===== src/rtl/unary_stream_decoder.sv =====
// Decodes LANES unary bitstreams to binary by counting ones over a WINDOW-cycle window.
// state | meaning
// IDLE  | waiting for start; start_ready=1
// COUNT | window in progress; lane counters accumulate stream_in
// HOLD  | value valid until consumer takes it; start_ready follows out_ready
module unary_stream_decoder #(
  parameter int LANES     = 4,
  parameter int OUT_WIDTH = 8,
  parameter int WINDOW    = 255
) (
  input  logic                              clk,
  input  logic                              reset_n,
  input  logic                              start,
  output logic                              start_ready,
  input  logic [LANES-1:0]                  stream_in,
  output logic                              busy,
  output logic                              out_valid,
  input  logic                              out_ready,
  output logic [LANES-1:0][OUT_WIDTH-1:0]   value
);

  localparam int CW = $clog2(WINDOW + 1);
  localparam logic [CW-1:0] LAST = CW'(WINDOW - 1);

  if (WINDOW < 1 || WINDOW > (2 ** OUT_WIDTH) - 1) begin : g_bad_window
    $error("unary_stream_decoder: WINDOW out of range 1..2**OUT_WIDTH-1");
  end

  typedef enum logic [1:0] {IDLE, COUNT, HOLD} state_t;

  state_t                          state;
  logic [CW-1:0]                   win_cnt;
  logic [CW-1:0]                   next_idx;
  logic [LANES-1:0][OUT_WIDTH-1:0] lane_cnt;
  logic [LANES-1:0][OUT_WIDTH-1:0] lane_next;
  logic                            accept;

  assign start_ready = (state == IDLE) || ((state == HOLD) && out_ready);
  assign accept      = start && start_ready;
  assign busy        = (state == COUNT);
  assign out_valid   = (state == HOLD);
  assign next_idx    = win_cnt + CW'(1);

  // Outside COUNT this is the sample-0 load used when a start is accepted.
  always_comb begin
    lane_next = lane_cnt;
    for (int i = 0; i < LANES; i++) begin
      if (state == COUNT)
        lane_next[i] = lane_cnt[i] + OUT_WIDTH'(stream_in[i]);
      else
        lane_next[i] = OUT_WIDTH'(stream_in[i]);
    end
  end

  always_ff @(posedge clk or negedge reset_n) begin
    if (!reset_n) begin
      state    <= IDLE;
      win_cnt  <= '0;
      lane_cnt <= '0;
      value    <= '0;
    end else begin
      case (state)
        IDLE, HOLD: begin
          if (accept) begin
            win_cnt  <= '0;
            lane_cnt <= lane_next;
            if (WINDOW == 1) begin
              value <= lane_next;
              state <= HOLD;
            end else begin
              state <= COUNT;
            end
          end else if ((state == HOLD) && out_ready) begin
            state <= IDLE;
          end
        end
        COUNT: begin
          lane_cnt <= lane_next;
          win_cnt  <= next_idx;
          if (next_idx == LAST) begin
            value <= lane_next;
            state <= HOLD;
          end
        end
        default: state <= IDLE;
      endcase
    end
  end

endmodule


===== config.mk =====
export PLATFORM = sky130hd
export DESIGN_NAME = unary_stream_decoder
export DESIGN_NICKNAME = d
export VERILOG_FILES = /design/src/rtl/unary_stream_decoder.sv
export SDC_FILE = /design/constraint.sdc
export NUM_CORES = 1
export LEC_CHECK = 0
export ABC_AREA = 1
export CORE_ASPECT_RATIO = 0.75
export CORE_MARGIN = 2
export CORE_UTILIZATION = 45
export CTS_CLUSTER_DIAMETER = 150
export CTS_CLUSTER_SIZE = 14
export DETAILED_ROUTE_END_ITERATION = 7
export MAX_ROUTING_LAYER = met4
export PLACE_DENSITY = 0.66
export SKIP_LAST_GASP = 1
export SYNTH_ARGS = -nofsm -noshare
export SYNTH_HDL_FRONTEND = slang
export SYNTH_SLANG_ARGS = --single-unit

===== constraint.sdc =====
create_clock -name clk -period 5.2 [get_ports clk]
set_clock_uncertainty 0.15 [all_clocks]
set_input_delay 0.78 -clock clk [delete_from_list [all_inputs] [get_ports clk]]
set_output_delay 0.78 -clock clk [all_outputs]
set_load 0.02 [all_outputs]

==> results of run 1 <==
-- sequential cells by signal (all words and copies together), names as in the netlist --
name,cells
win_cnt,8
value,32
lane_cnt,32
state,2
-- power by group through the flow --
stage	clock (mW)	combinational, mW	sequential [mW]
2_1_floorplan	0	0.502	0.850
3_3_place_gp	0	0.660	0.856
3_5_place_dp	0	0.680	0.863
6_report	0.493	0.686	0.856
4_1_cts	0.506	0.686	0.854
5_1_grt	0.528	0.784	0.880
-- placed cells by master, fill, tap and decap left out, drive strengths merged, types with 3 or more instances in the layout --
cell           Yosys  final
a21oi             15     15
a22o               3      3
a31oi              4      4
buf               14      4
clkbuf             4     11
clkdlybuf4s50      0     41
dfrtp             74     74
ha                10     10
inv               33     33
nand2            146    146
nand3             40     40
nand4             14     14
nor2              46     46
nor3               7      7
o21ai             22     22
o22ai             18     18
-- worst paths after layout --
check | startpoint | end | slack [ns]
max in group asynchronous | reset_n | lane_cnt[21] | 3.47
setup / recovery | out_ready | start_ready | 2.16
min in group asynchronous | reset_n | state[1] | 0.41
hold reg to reg | value[28] | value[28] | 0.32
setup reg to reg | win_cnt[0] | value[27] | 2.77
hold / removal | value[28] | value[28] | 0.32
-- kinds of logic (layout without fill, tap and decap cells) --
logic type               count (synthesis)  count (layout)  synth area share
adder cells (fa/ha/maj)                 10              10           0.03370
AND/OR/NAND/NOR                        255             255            0.3027
buffers and inverters                   51              94           0.06606
XOR/XNOR                                 2               2          0.004719
AO/OA/AOI/OAI                           62              62           0.09404
flip-flops                              74              74            0.4988
-- critical path: stages --
cell	delay, ns
clkdlybuf4s50_1	0.45
inv_1	0.05
a21oi_1	0.19
clkdlybuf4s50_1	0.64
-- final cells by class --
class / instances / area (sq um) / share of cell area
Sequential cell: 74 / 1852 / 0.4229
Multi-Input combinational cell: 329 / 1615 / 0.3689
Timing Repair Buffer: 45 / 437.9 / 0.1000
Clock buffer: 11 / 141.4 / 0.03229
Tap cell: 105 / 131.4 / 0.03000
Inverter: 33 / 123.9 / 0.02829
Clock inverter: 5 / 77.57 / 0.01771
-- layer usage --
layer  GRT usage  share of wire  vias up
met3     0.05965          0.053        4
met2      0.3503           0.46       79
met4     0.05256         0.0050        0
met5           -              0        -
li1            -              -     1584
met1      0.2765           0.48     1543
-- through the flow --
| stage | util | cells | instance area (sq um) |
|---|---|---|---|
| CTS | 0.5507 | 602 | 4379 |
| global route | 0.5507 | 602 | 4379 |
| detailed placement | 0.5231 | 586 | 4160 |
| floorplan | - | 454 | 3712 |
| finish | 0.5507 | 602 | 4379 |
| global placement | 0.5231 | 586 | 4160 |
==> results.toml, run 1 <==
[outcome]
status = "finished, final reports clean"

[cells_and_area]
area_growth_syn_to_layout_pct = 17.96
drive_gt1_frac = 0.06036
fillers = 742
n_antenna_cell = 0
layout.nets = 510

[drt]
drt_iter0_drc = 144
vias = 3210
routed_via_density = 5.332
routed_wl_um = 8520
drcViolationCount = 0
drtAntennaViolNets = 0
wire_per_inst_um = 14.15
drt_pass1_iterations = 4

[global_route]
grt_antenna_before_repair = 0
grt_pass1_vias = 3143
grt_overflow_total = 0
grt_use_total = 0.2180
grt_pass1_wl_um = 14610
grt_max_degree = 41

[pwr]
power.internal_mw = 1.254
seqPwrFrac = 0.421
power_frac_clock = 0.242
pwr-share-comb = 0.337
leakagePower_nw = 2.047
ir_drop_uv = 190.7
power_mw = 2.035
power_switching_mw = 0.7805
power_density_nw_per_um2 = 464.6
switching_share = 0.3836

[clock_tree]
cts-resized-gates = 0
cts_tree = "done"
clk_latency_ns = 0.35
clkSinkCount = 74
hold_buffers = 0
cts_setup_buffers = 0
clkSlewWorstSetupHoldPaths_ns = 0.08
cts_made_buffers = 9
htreeDepth = 3
cts-root-buf = "clkbuf_8"
clockBufferDepth = 2

[setup_path]
path_class = "input port to primary output"
cp.arrival_ns = 2.11
reg2reg_depth = 10
critPathCaptureType = "primary output"
cp_max_fo = 2
required_ns = 4.27
cp-start-kind = "input port"

[synthesis]
async_flop_share = 1.000
synth_area_leaders = "dfrtp_1 (50%), nand2_1 (15%), nand3_1 (4.9%)"
yosys_register_bits = 74
synth_flop_cell = "dfrtp_1"
yosys_warnings = 0
syn_area_sq_um = 3712
synth-seq-area-share = 0.4988
syn_area_per_cell_sq_um = 8.177
synth_most_common_cell = "nand2_1"
synth_top_area_share = 0.4988
synth_top_cells_by_count = "nand2_1 (145), dfrtp_1 (74), nor2_1 (40)"
syn_inst = 454
yosysUniqueCellTypes = 25
synth_nets = 472
synth_edf_count = 0
yosysTopAreaCell = "dfrtp_1"

[min_path]
hp-class = "register to register"
worstHoldPathCells = 2

[die]
core-area_sq_um = 7953
rows = 28
die_h_um = 82.66
dieArea_sq_um = 9000
pin_count = 43
initial_core_util = 0.4668
die_w_um = 108.9

[timing]
post-route-period-util = 0.5855
setup_ws_ns = 2.155
hold_violations = 0
drv_slew = 0
rsz0062_at_grt = "no"
min_period_ns = 3.045
tns_ns = 0
worst_pin_slew_ns = 0.9147
holdWs_ns = 0.3199
fmax_ghz = 0.3284
slew_headroom = 0.3902
setup_viol = 0

[place]
numPortBuffers = 42
dp_slack_ns = 2.144
gp_congestion = 0.8331
dp_hpwl_um = 5597

[job]
cap_violations = 0
(Power assumes the default switching activity.)
==> run 2: changes to the inputs <==
--- a/config.mk
+++ b/config.mk
@@ -13,7 +13,7 @@
 export CTS_CLUSTER_SIZE = 14
 export DETAILED_ROUTE_END_ITERATION = 7
 export MAX_ROUTING_LAYER = met4
-export PLACE_DENSITY = 0.66
+export PLACE_DENSITY = 0.69
 export SKIP_LAST_GASP = 1
 export SYNTH_ARGS = -nofsm -noshare
 export SYNTH_HDL_FRONTEND = slang
==> constraint.sdc (replaced) <==
create_clock -name clk -period 2.6 [get_ports clk]
set_clock_uncertainty 0.15 [all_clocks]
set_input_delay 0.39 -clock clk [delete_from_list [all_inputs] [get_ports clk]]
set_output_delay 0.39 -clock clk [all_outputs]
set_load 0.02 [all_outputs]
==> run 2 against run 1 <==
  * Via count is 0.50% lower
  * Largest cell class unchanged
  * Global-route usage is 0.075 points higher
  * Wire length hardly changed
  * Sequential power is 99% higher
  * Critical path type unchanged
==> results.toml, run 2 (synthesis gave the netlist of run 1 again) <==
[clock_tree]
cts-resized-gates = 0
htreeDepth = 3
cts_setup_buffers = 0
cts-root-buf = "clkbuf_8"
cts_made_buffers = 9
cts_tree = "done"
clockBufferDepth = 2
clkSinkCount = 74
clk_latency_ns = 0.35
clkSlewWorstSetupHoldPaths_ns = 0.08
hold_buffers = 1

[setup_path]
cp.arrival_ns = 1.68
path_class = "input port to primary output"
reg2reg_depth = 8
r2r_setup_slack_ns = 0.47
timing.rr.end = "value[15]"
cp_max_fo = 2
required_ns = 2.06
critPathCaptureType = "primary output"
cp-start-kind = "input port"
r2r_start = "win_cnt[0]"

[pwr]
ir_drop_uv = 446.7
power_density_nw_per_um2 = 937.0
leakagePower_nw = 2.116

[timing]
post-route-period-util = 0.8523
setup_ws_ns = 0.3840
drv_slew = 0
rsz0062_at_grt = "no"
min_period_ns = 2.216
tns_ns = 0
worst_pin_slew_ns = 0.6162
slew_headroom = 0.5882
fmax_ghz = 0.4513
hold_violations = 0
setup_viol = 0

[cells_and_area]
layout.nets = 520
n_antenna_cell = 0
area_growth_syn_to_layout_pct = 21.71
design_area_sq_um = 4518
drive_gt1_frac = 0.07692
final_common_cell = "nand2_1"
mostFrequentLayoutCells = "nand2_1 (145), dfrtp_1 (74), clkdlybuf4s50_1 (41), nor2_1 (40), nand3_1 (36)"
largest_registers = "lane_cnt: 32 flops, value: 32 flops, win_cnt: 8 flops"

[job]
cap_violations = 0

[die]
pin_count = 43
die_w_um = 108.9
core-area_sq_um = 7953
dieArea_sq_um = 9000
rows = 28
initial_core_util = 0.4668
die_h_um = 82.66

[drt]
highest_layer = "met4"
routed_wl_um = 8516
drt_pass1_iterations = 4
drt_iter0_drc = 166
vias = 3194
wl_met3_um = 607
drcViolationCount = 0
wire_per_inst_um = 13.92
route.met2.wl_um = 3969
routed_via_density = 5.219
m1WireLength_um = 3863
drtAntennaViolNets = 0

[global_route]
grt_pass1_wl_um = 14760
grt_pass1_vias = 3128
grt_antenna_before_repair = 0
grt_overflow_total = 0
grt_use_total = 0.2187
grt_max_degree = 41

[place]
gp_congestion = 0.8134
dp_hpwl_um = 5834
numPortBuffers = 42
dp_slack_ns = 0.2441
placed_cell_area_sq_um = 4255

[min_path]
min_from = "value[21]"
min_to = "value[21]"
hp-class = "register to register"
worstHoldPathCells = 2

[outcome]
status = "finished, final reports clean"
==> run 2: worst max-delay path: stages <==
cell and delay [ns]:
clkdlybuf4s50_1 0.45, inv_1 0.05, a21oi_1 0.16, clkdlybuf4s50_1 0.63
==> run 2: area by class of cell <==
| type | instances | area (sq um) |
|---|---|---|
| Clock buffer | 12 | 155.1 |
| Inverter | 33 | 123.9 |
| Sequential cell | 74 | 1852 |
| Fill cell | 722 | 3435 |
| Clock inverter | 4 | 97.59 |
| Tap cell | 105 | 131.4 |
| Multi-Input combinational cell | 329 | 1615 |
| Timing Repair Buffer | 55 | 543.0 |
==> run 2: worst max path at each step <==
stage                  from     endpoint  slack [ns]  cells past startpoint
2_1_floorplan    win_cnt[0]    value[10]        0.85                     10
3_3_place_gp   stream_in[0]     value[6]        0.33                      9
3_5_place_dp   stream_in[0]     value[6]        0.24                     10
4_1_cts           out_ready  start_ready        0.38                      4
5_1_grt           out_ready  start_ready        0.29                      4
6_report          out_ready  start_ready        0.38                      4
==> run 2: layer usage <==
layer,GRT usage,vias to the layer above
met5,-,-
met2,0.3553,91
met1,0.2769,1495
met4,0.05769,0
li1,-,1598
met3,0.05259,10
==> run 2: metrics by stage <==
step	util	cells	total power, mW	hold WS, ns
after floorplan	-	454	2.704	-0.05559
after CTS	0.5681	612	4.253	0.3287
after detailed placement	0.5351	595	3.124	0.2647
final	0.5681	612	4.233	0.3221
after global routing	0.5681	612	4.543	0.3426
after global placement	0.5351	595	3.065	0.2599
==> run 2: where the power goes <==
group          switching, mW  internal [mW]  total (mW)  leakage [nW]
sequential             0.267           1.44        1.70         0.808
combinational          0.883          0.538        1.42          1.18
clock                  0.416          0.690        1.11         0.123
total                   1.57           2.67        4.23          2.12
